## src/rtl/cgol_pkg.sv

```systemverilog
// Shared types and default board geometry for the Game-of-Life seed loader,
// generation engine and board state store.
package cgol_pkg;

  localparam int DEF_WIDTH   = 8;
  localparam int DEF_REGBITS = 3;

  typedef enum logic [1:0] {
    IDLE  = 2'd0,
    LOAD  = 2'd1,
    CHECK = 2'd2,
    RUN   = 2'd3
  } loader_state_t;

endpackage

```

## src/rtl/gen_ticker.sv

```systemverilog
// Generation pacer: divides clk by TICKDIV into one-cycle gen_tick pulses and
// counts generations. clear zeroes both counters; dropping enable discards a pending tick.
module gen_ticker #(
  parameter int TICKDIV = 1000000,
  parameter int CNTBITS = 16
) (
  input  logic               clk,
  input  logic               reset,
  input  logic               clear,
  input  logic               enable,
  output logic               gen_tick,
  output logic [CNTBITS-1:0] gen_count
);

  localparam int TW = $clog2(TICKDIV);
  localparam logic [TW-1:0] TMAX = TW'(TICKDIV - 1);

  logic [TW-1:0]      cnt_q, cnt_d;
  logic               tick_q, tick_d;
  logic [CNTBITS-1:0] count_q, count_d;

  always_comb begin
    cnt_d   = cnt_q;
    tick_d  = 1'b0;
    count_d = count_q;
    if (clear) begin
      cnt_d   = '0;
      count_d = '0;
    end else if (enable) begin
      if (cnt_q == TMAX) begin
        cnt_d   = '0;
        tick_d  = 1'b1;
        count_d = count_q + CNTBITS'(1);
      end else begin
        cnt_d = cnt_q + TW'(1);
      end
    end else begin
      cnt_d = '0;
    end
  end

  always_ff @(posedge clk) begin
    if (reset) begin
      cnt_q   <= '0;
      tick_q  <= 1'b0;
      count_q <= '0;
    end else begin
      cnt_q   <= cnt_d;
      tick_q  <= tick_d;
      count_q <= count_d;
    end
  end

  assign gen_tick  = tick_q;
  assign gen_count = count_q;

endmodule

```

## src/rtl/seed_loader.sv

```systemverilog
// Seed loader: streams one board row per handshake into the state store, then
// releases and paces the generation engine. Optional checksum word: SEED_CHECKSUM_EN.
module seed_loader
  import cgol_pkg::*;
#(
  parameter int WIDTH   = DEF_WIDTH,
  parameter int REGBITS = DEF_REGBITS,
  parameter int TICKDIV = 1000000,
  parameter int CNTBITS = 16
) (
  input  logic               clk,
  input  logic               reset,
  input  logic               load_req,
  input  logic               in_valid,
  input  logic [WIDTH-1:0]   in_data,
  output logic               in_ready,
  output logic               wr_en,
  output logic [REGBITS-1:0] wr_addr,
  output logic [WIDTH-1:0]   wr_data,
  output logic               run,
  output logic               gen_tick,
  output logic [CNTBITS-1:0] gen_count,
  output logic               load_done,
  output logic               seed_err,
  output loader_state_t      dbg_state
);

  localparam logic [REGBITS-1:0] LAST_ROW = '1;

  loader_state_t      state_q, state_d;
  logic [REGBITS-1:0] idx_q, idx_d;
  logic               in_ready_q;
  logic               wr_en_q, wr_en_d;
  logic [REGBITS-1:0] wr_addr_q, wr_addr_d;
  logic [WIDTH-1:0]   wr_data_q, wr_data_d;
  logic               run_q, load_done_q;
  logic               accept, enter_run, tick_enable;
`ifdef SEED_CHECKSUM_EN
  logic [WIDTH-1:0]   csum_q, csum_d;
  logic               err_q, err_d;
`endif

  // A word transfers on a rising edge with in_valid=1 and in_ready=1, unless
  // load_req is high that cycle: the restart wins and the word is dropped.
  assign accept = in_valid & in_ready_q & ~load_req;

  always_comb begin
    state_d   = state_q;
    idx_d     = idx_q;
    wr_en_d   = 1'b0;
    wr_addr_d = wr_addr_q;
    wr_data_d = wr_data_q;
`ifdef SEED_CHECKSUM_EN
    csum_d    = csum_q;
    err_d     = err_q;
`endif
    if (load_req) begin
      state_d = LOAD;
      idx_d   = '0;
`ifdef SEED_CHECKSUM_EN
      csum_d  = '0;
      err_d   = 1'b0;
`endif
    end else begin
      case (state_q)
        LOAD: begin
          if (accept) begin
            wr_en_d   = 1'b1;
            wr_addr_d = idx_q;
            wr_data_d = in_data;
            idx_d     = idx_q + REGBITS'(1);
`ifdef SEED_CHECKSUM_EN
            csum_d    = csum_q ^ in_data;
            if (idx_q == LAST_ROW) state_d = CHECK;
`else
            if (idx_q == LAST_ROW) state_d = RUN;
`endif
          end
        end
`ifdef SEED_CHECKSUM_EN
        CHECK: begin
          if (accept) begin
            if (in_data == csum_q) begin
              state_d = RUN;
              err_d   = 1'b0;
            end else begin
              state_d = IDLE;
              err_d   = 1'b1;
            end
          end
        end
`endif
        default: ;
      endcase
    end
  end

  assign enter_run   = (state_d == RUN) && (state_q != RUN);
  // Ticking only while staying in RUN drops a tick that would land on the exit cycle.
  assign tick_enable = (state_q == RUN) && (state_d == RUN);

  always_ff @(posedge clk) begin
    if (reset) begin
      state_q     <= IDLE;
      idx_q       <= '0;
      in_ready_q  <= 1'b0;
      wr_en_q     <= 1'b0;
      wr_addr_q   <= '0;
      wr_data_q   <= '0;
      run_q       <= 1'b0;
      load_done_q <= 1'b0;
    end else begin
      state_q     <= state_d;
      idx_q       <= idx_d;
      in_ready_q  <= (state_d == LOAD) || (state_d == CHECK);
      wr_en_q     <= wr_en_d;
      wr_addr_q   <= wr_addr_d;
      wr_data_q   <= wr_data_d;
      run_q       <= (state_d == RUN);
      load_done_q <= enter_run;
    end
  end

`ifdef SEED_CHECKSUM_EN
  always_ff @(posedge clk) begin
    if (reset) begin
      csum_q <= '0;
      err_q  <= 1'b0;
    end else begin
      csum_q <= csum_d;
      err_q  <= err_d;
    end
  end

  assign seed_err = err_q;
`else
  assign seed_err = 1'b0;
`endif

  gen_ticker #(
    .TICKDIV (TICKDIV),
    .CNTBITS (CNTBITS)
  ) u_ticker (
    .clk       (clk),
    .reset     (reset),
    .clear     (enter_run),
    .enable    (tick_enable),
    .gen_tick  (gen_tick),
    .gen_count (gen_count)
  );

  assign in_ready  = in_ready_q;
  assign wr_en     = wr_en_q;
  assign wr_addr   = wr_addr_q;
  assign wr_data   = wr_data_q;
  assign run       = run_q;
  assign load_done = load_done_q;
  assign dbg_state = state_q;

endmodule

```

## config.mk

```make
export PLATFORM = sky130hd
export DESIGN_NAME = seed_loader
export DESIGN_NICKNAME = d
export VERILOG_FILES = /design/src/rtl/cgol_pkg.sv /design/src/rtl/gen_ticker.sv /design/src/rtl/seed_loader.sv
export SDC_FILE = /design/constraint.sdc
export NUM_CORES = 1
export LEC_CHECK = 0
export ABC_AREA = 1
export BUFFER_PORTS_ARGS = -buffer_cell sky130_fd_sc_hd__buf_4
export CORE_MARGIN = 2
export CORE_UTILIZATION = 43
export DETAILED_ROUTE_END_ITERATION = 10
export PLACE_DENSITY_LB_ADDON = 0.1
export SLEW_MARGIN = 20
export SYNTH_ARGS = -nofsm -noshare
export SYNTH_HDL_FRONTEND = slang
export SYNTH_SLANG_ARGS = --single-unit
```

## constraint.sdc

```tcl
create_clock -name clk -period 2 [get_ports clk]
set_input_delay 0.1 -clock clk [delete_from_list [all_inputs] [get_ports clk]]
set_output_delay 0.1 -clock clk [all_outputs]
set_load 0.005 [all_outputs]
```

==> flow_summary.ini <==
[logic_synthesis]
edff_count_synth = 0
syn_inst = 407
yosysWarningCount = 0
netlist_top_cells_area = sky130_fd_sc_hd__dfxtp_1 40%, sky130_fd_sc_hd__nor2_1 13%, sky130_fd_sc_hd__nand2_1 9.8%
post_synth_instance_area_sq_um = 2840
syn_avg_cell_area_sq_um = 6.97
synthesis.nets = 424
post_synth_num_cell_types = 32
synth_ff_type = sky130_fd_sc_hd__dfxtp_1
ys_seq_elements = 57
synth.largest_area_cell = sky130_fd_sc_hd__dfxtp_1
yosysTopAreaCellShare_pct = 40.2
synth-seq-area-share_pct = 40.2
synth-async-reset-ratio_pct = 0

[global_routing]
grt_antenna_before_repair = 0
first_global_vias = 2509
globalRoute.totalOverflow = 0
first_pass_grt_wire_length_um = 11200
grt.total_usage_pct = 19.0
grt_start_max_net_pins = 21

[clock_tree]
tritoncts_clock_tree = built
clock-sinks = 57
clock_tree.htree_level_count = 3
cts-root-buf = sky130_fd_sc_hd__clkbuf_8
cts_made_buffers = 9
cts.clk_slew.worst_paths_ns = 0.07
worst_skew_pair.late_latency_ns = 0.33
clockBufferDepth = 2

[flow_run]
drv_cap = 0

[sta]
worst_clock_skew_ns = 0.00968
maxSlewViolCount = 0
setup_slack_of_the_critical_path_after_layout_ns = 0.0681
setup-violations-final = 0
finalCriticalPeriod_ns = 1.93
fin_crit_sh_pct = 96.6
final.hold.worst_slack_ns = 0.0724
grt_setup_unrepaired = yes
max_freq_mhz = 518
timing_hold_violations_final = 0

[placed_design]
place.detailed.instances = 526
routabilityCongestion = 0.866
detailed_place.area_sq_um = 3290
buffer_ports.inserted = 45
hpwl_after_detailed_placement_um = 4670
post-place-ws_ns = 0.00104

[die]
floorplan.die.width_um = 85.2
core_area_sq_um = 6350
rows = 29
design.portCount = 47
die-area_sq_um = 7260
fp.dieH_um = 85.2
start_util_pct = 44.7

[finish]
post_route_cells_drive_above_1_share_pct = 24.9
multi_input_area_sq_um = 1560
layout-area-overhead-vs-synth_pct = 30.7
filler_cell_count = 613
register_area_sq_um = 1150
insertedDiodeCount = 0
finalNonFillerCells = 554
postLayoutCellArea_sq_um = 3710
final_net_count = 490

[min_path]
hold_wc_startpoint = load_req
holdCritPathClass = in2reg
worst_hold_path.num_cells = 4
min_to = dbg_state[1]$_SDFF_PP0_

[setup_path]
timing.critical_path.max_delay_family = simple AND/OR/NAND/NOR gates
worstSetupStartpointType = flop
crit_buf_inv = 1
crit_path_cell_trace = ha_4 -> ha_4 -> a21o_1 -> inv_2 -> nor2_2 -> ha_2 -> nand3_4 -> nor2_4 -> nand2_4 -> nor2_4 -> nand3_2 -> nand2_1 -> nor2_1
critPathRequiredTime_ns = 2.23
cp.arrival_ns = 2.16
cp_max_fo = 5
crit_path_max_incr_delay_ns = 0.37
timing_worst_setup_path_type = reg2reg
critPathCaptureType = flop
reg2reg_depth = 13
critical-path-slowest-cell = sky130_fd_sc_hd__dfxtp_4
worst_r2r_endpoint = u_ticker.gen_count[14]$_SDFFE_PP0P_
timing.rr.start = idx_q[1]$_SDFFE_PP0P_
r2r_setup_slack_ns = 0.07

[detailed_routing]
vias_per_cell = 4.92
vias = 2725
remaining_drc_errors = 0
drtIter0Drc = 189
number_of_search_and_repair_iterations_in_the_first_detailed_routing_pass = 4
avg_wl_per_cell_um = 12.1
antenna_violating_nets_post_route = 0
postRouteWirelength_um = 6720

[pwr]
power_mw = 2.31
p_leak_nw = 1.50
pwr_density_nw_per_um2 = 623
vdd.ir_drop.worst_v = 0.000392

[run_status]
outcome = finished clean
## power breakdown
part	total [mW]	internal (mW)	leakage [nW]	switching, mW
Sequential	1.15	1.14	0.462	0.00488
Combinational	0.0921	0.0515	0.943	0.0406
Clock	1.07	0.599	0.0981	0.473
## how the worst max path moves through the flow
stage | from | to | cells past startpoint
after detailed placement | in_ready$_SDFF_PP0_ | u_ticker.gen_count[11]$_SDFFE_PP0P_ | 13
after global routing | dbg_state[0]$_SDFF_PP0_ | u_ticker.gen_count[10]$_SDFFE_PP0P_ | 14
after floorplan | in_ready$_SDFF_PP0_ | u_ticker.gen_count[11]$_SDFFE_PP0P_ | 13
after global placement | in_ready$_SDFF_PP0_ | u_ticker.gen_count[11]$_SDFFE_PP0P_ | 13
final | idx_q[1]$_SDFFE_PP0P_ | u_ticker.gen_count[14]$_SDFFE_PP0P_ | 13
after CTS | in_ready$_SDFF_PP0_ | u_ticker.gen_count[8]$_SDFFE_PP0P_ | 13
## layer usage
metal | wire [um] | track usage [%] | vias up | share of wire, %
met5 | 0 | 0 | - | 0
met4 | 79 | 6.93 | 0 | 1.2
met3 | 362 | 5.16 | 7 | 5.4
met2 | 3150 | 29.8 | 69 | 47
met1 | 3130 | 25.3 | 1218 | 47
li1 | - | - | 1431 | -
## worst register-to-register path, cell delays in order (launching register included)
cell	delay (ns)
sky130_fd_sc_hd__dfxtp_4	0.37
sky130_fd_sc_hd__ha_4	0.14
sky130_fd_sc_hd__ha_4	0.11
sky130_fd_sc_hd__a21o_1	0.12
sky130_fd_sc_hd__inv_2	0.05
sky130_fd_sc_hd__nor2_2	0.11
sky130_fd_sc_hd__ha_2	0.22
sky130_fd_sc_hd__nand3_4	0.13
sky130_fd_sc_hd__nor2_4	0.16
sky130_fd_sc_hd__nand2_4	0.12
sky130_fd_sc_hd__nor2_4	0.13
sky130_fd_sc_hd__nand3_2	0.08
sky130_fd_sc_hd__nand2_1	0.07
sky130_fd_sc_hd__nor2_1	0.03
## cell usage in the layout (no fill, tap or decap), types with 2 or more instances in the layout
master / Yosys / routed
sky130_fd_sc_hd__nor2_1: 97 / 89
sky130_fd_sc_hd__nand2_1: 74 / 72
sky130_fd_sc_hd__buf_4: 2 / 54
sky130_fd_sc_hd__dfxtp_1: 57 / 53
sky130_fd_sc_hd__inv_1: 40 / 38
sky130_fd_sc_hd__nand3_1: 33 / 29
sky130_fd_sc_hd__a21oi_1: 19 / 19
sky130_fd_sc_hd__o21ai_0: 16 / 16
sky130_fd_sc_hd__nand4_1: 10 / 10
sky130_fd_sc_hd__clkbuf_8: 0 / 10
sky130_fd_sc_hd__nor2_2: 5 / 9
sky130_fd_sc_hd__dlygate4sd3_1: 0 / 9
sky130_fd_sc_hd__nor2_4: 3 / 7
sky130_fd_sc_hd__xor2_1: 7 / 7
sky130_fd_sc_hd__nor3_1: 6 / 6
sky130_fd_sc_hd__a21oi_2: 5 / 5
sky130_fd_sc_hd__inv_2: 4 / 4
sky130_fd_sc_hd__nand3_2: 0 / 4
sky130_fd_sc_hd__nand2_2: 2 / 3
sky130_fd_sc_hd__dfxtp_2: 0 / 3
sky130_fd_sc_hd__nand3_4: 2 / 2
sky130_fd_sc_hd__nand3b_1: 2 / 2
sky130_fd_sc_hd__inv_4: 0 / 2
sky130_fd_sc_hd__ha_1: 5 / 2
sky130_fd_sc_hd__ha_4: 0 / 2
sky130_fd_sc_hd__clkinv_2: 0 / 2
sky130_fd_sc_hd__buf_12: 0 / 2
## cells in the mapped netlist, types with 6 or more instances
library cell and instances:
sky130_fd_sc_hd__nor2_1 97, sky130_fd_sc_hd__nand4_1 10, sky130_fd_sc_hd__nand2_1 74, sky130_fd_sc_hd__o21ai_0 16, sky130_fd_sc_hd__xor2_1 7, sky130_fd_sc_hd__buf_2 6, sky130_fd_sc_hd__nor3_1 6, sky130_fd_sc_hd__a21oi_1 19
sky130_fd_sc_hd__nand3_1 33, sky130_fd_sc_hd__inv_1 40, sky130_fd_sc_hd__dfxtp_1 57
## kinds of logic after synthesis
logic type,synth area share (%)
AOI/OAI and AO/OA,8.25
xor gates and xnor gates,2.47
adders and majority gates,2.21
buffers and inverters,8.07
DFF,40.2
other,0.132
and+or+nand+nor,38.6
## registers in the layout, indices dropped and copies added, names as in the netlist
register	flops
u_ticker.gen_tick	1
load_done	1
run	1
wr_en	1
in_ready	1
u_ticker.gen_count	16
idx_q	3
dbg_state	2
wr_data	8
u_ticker.cnt_q	20
wr_addr	3
## final cells by class
cell class | count | share of cell area, %
multi-input combinational | 296 | 42.2
clock inverter | 5 | 1.52
inverter | 44 | 4.59
tap | 77 | 2.60
clock buffer | 10 | 3.71
sequential | 57 | 31.0
timing repair buffer | 65 | 14.4
## per-stage QoR
stage	TNS (ns)	util [%]
2_1_floorplan	0	-
3_3_place_gp	0	51.8
3_5_place_dp	0	51.8
4_1_cts	-0.0607	56.4
5_1_grt	-1.18	58.4
6_report	0	58.4
## timing repair
action,4_1_cts,5_1_grt
endpoints found under the setup margin,4,32
hold buffers,9,0
gates resized for setup,2,30
gates cloned,0,0
buffers inserted,0,4
pin swaps,0,12
hold endpoints to repair,13,0
(Power assumes the default switching activity.)
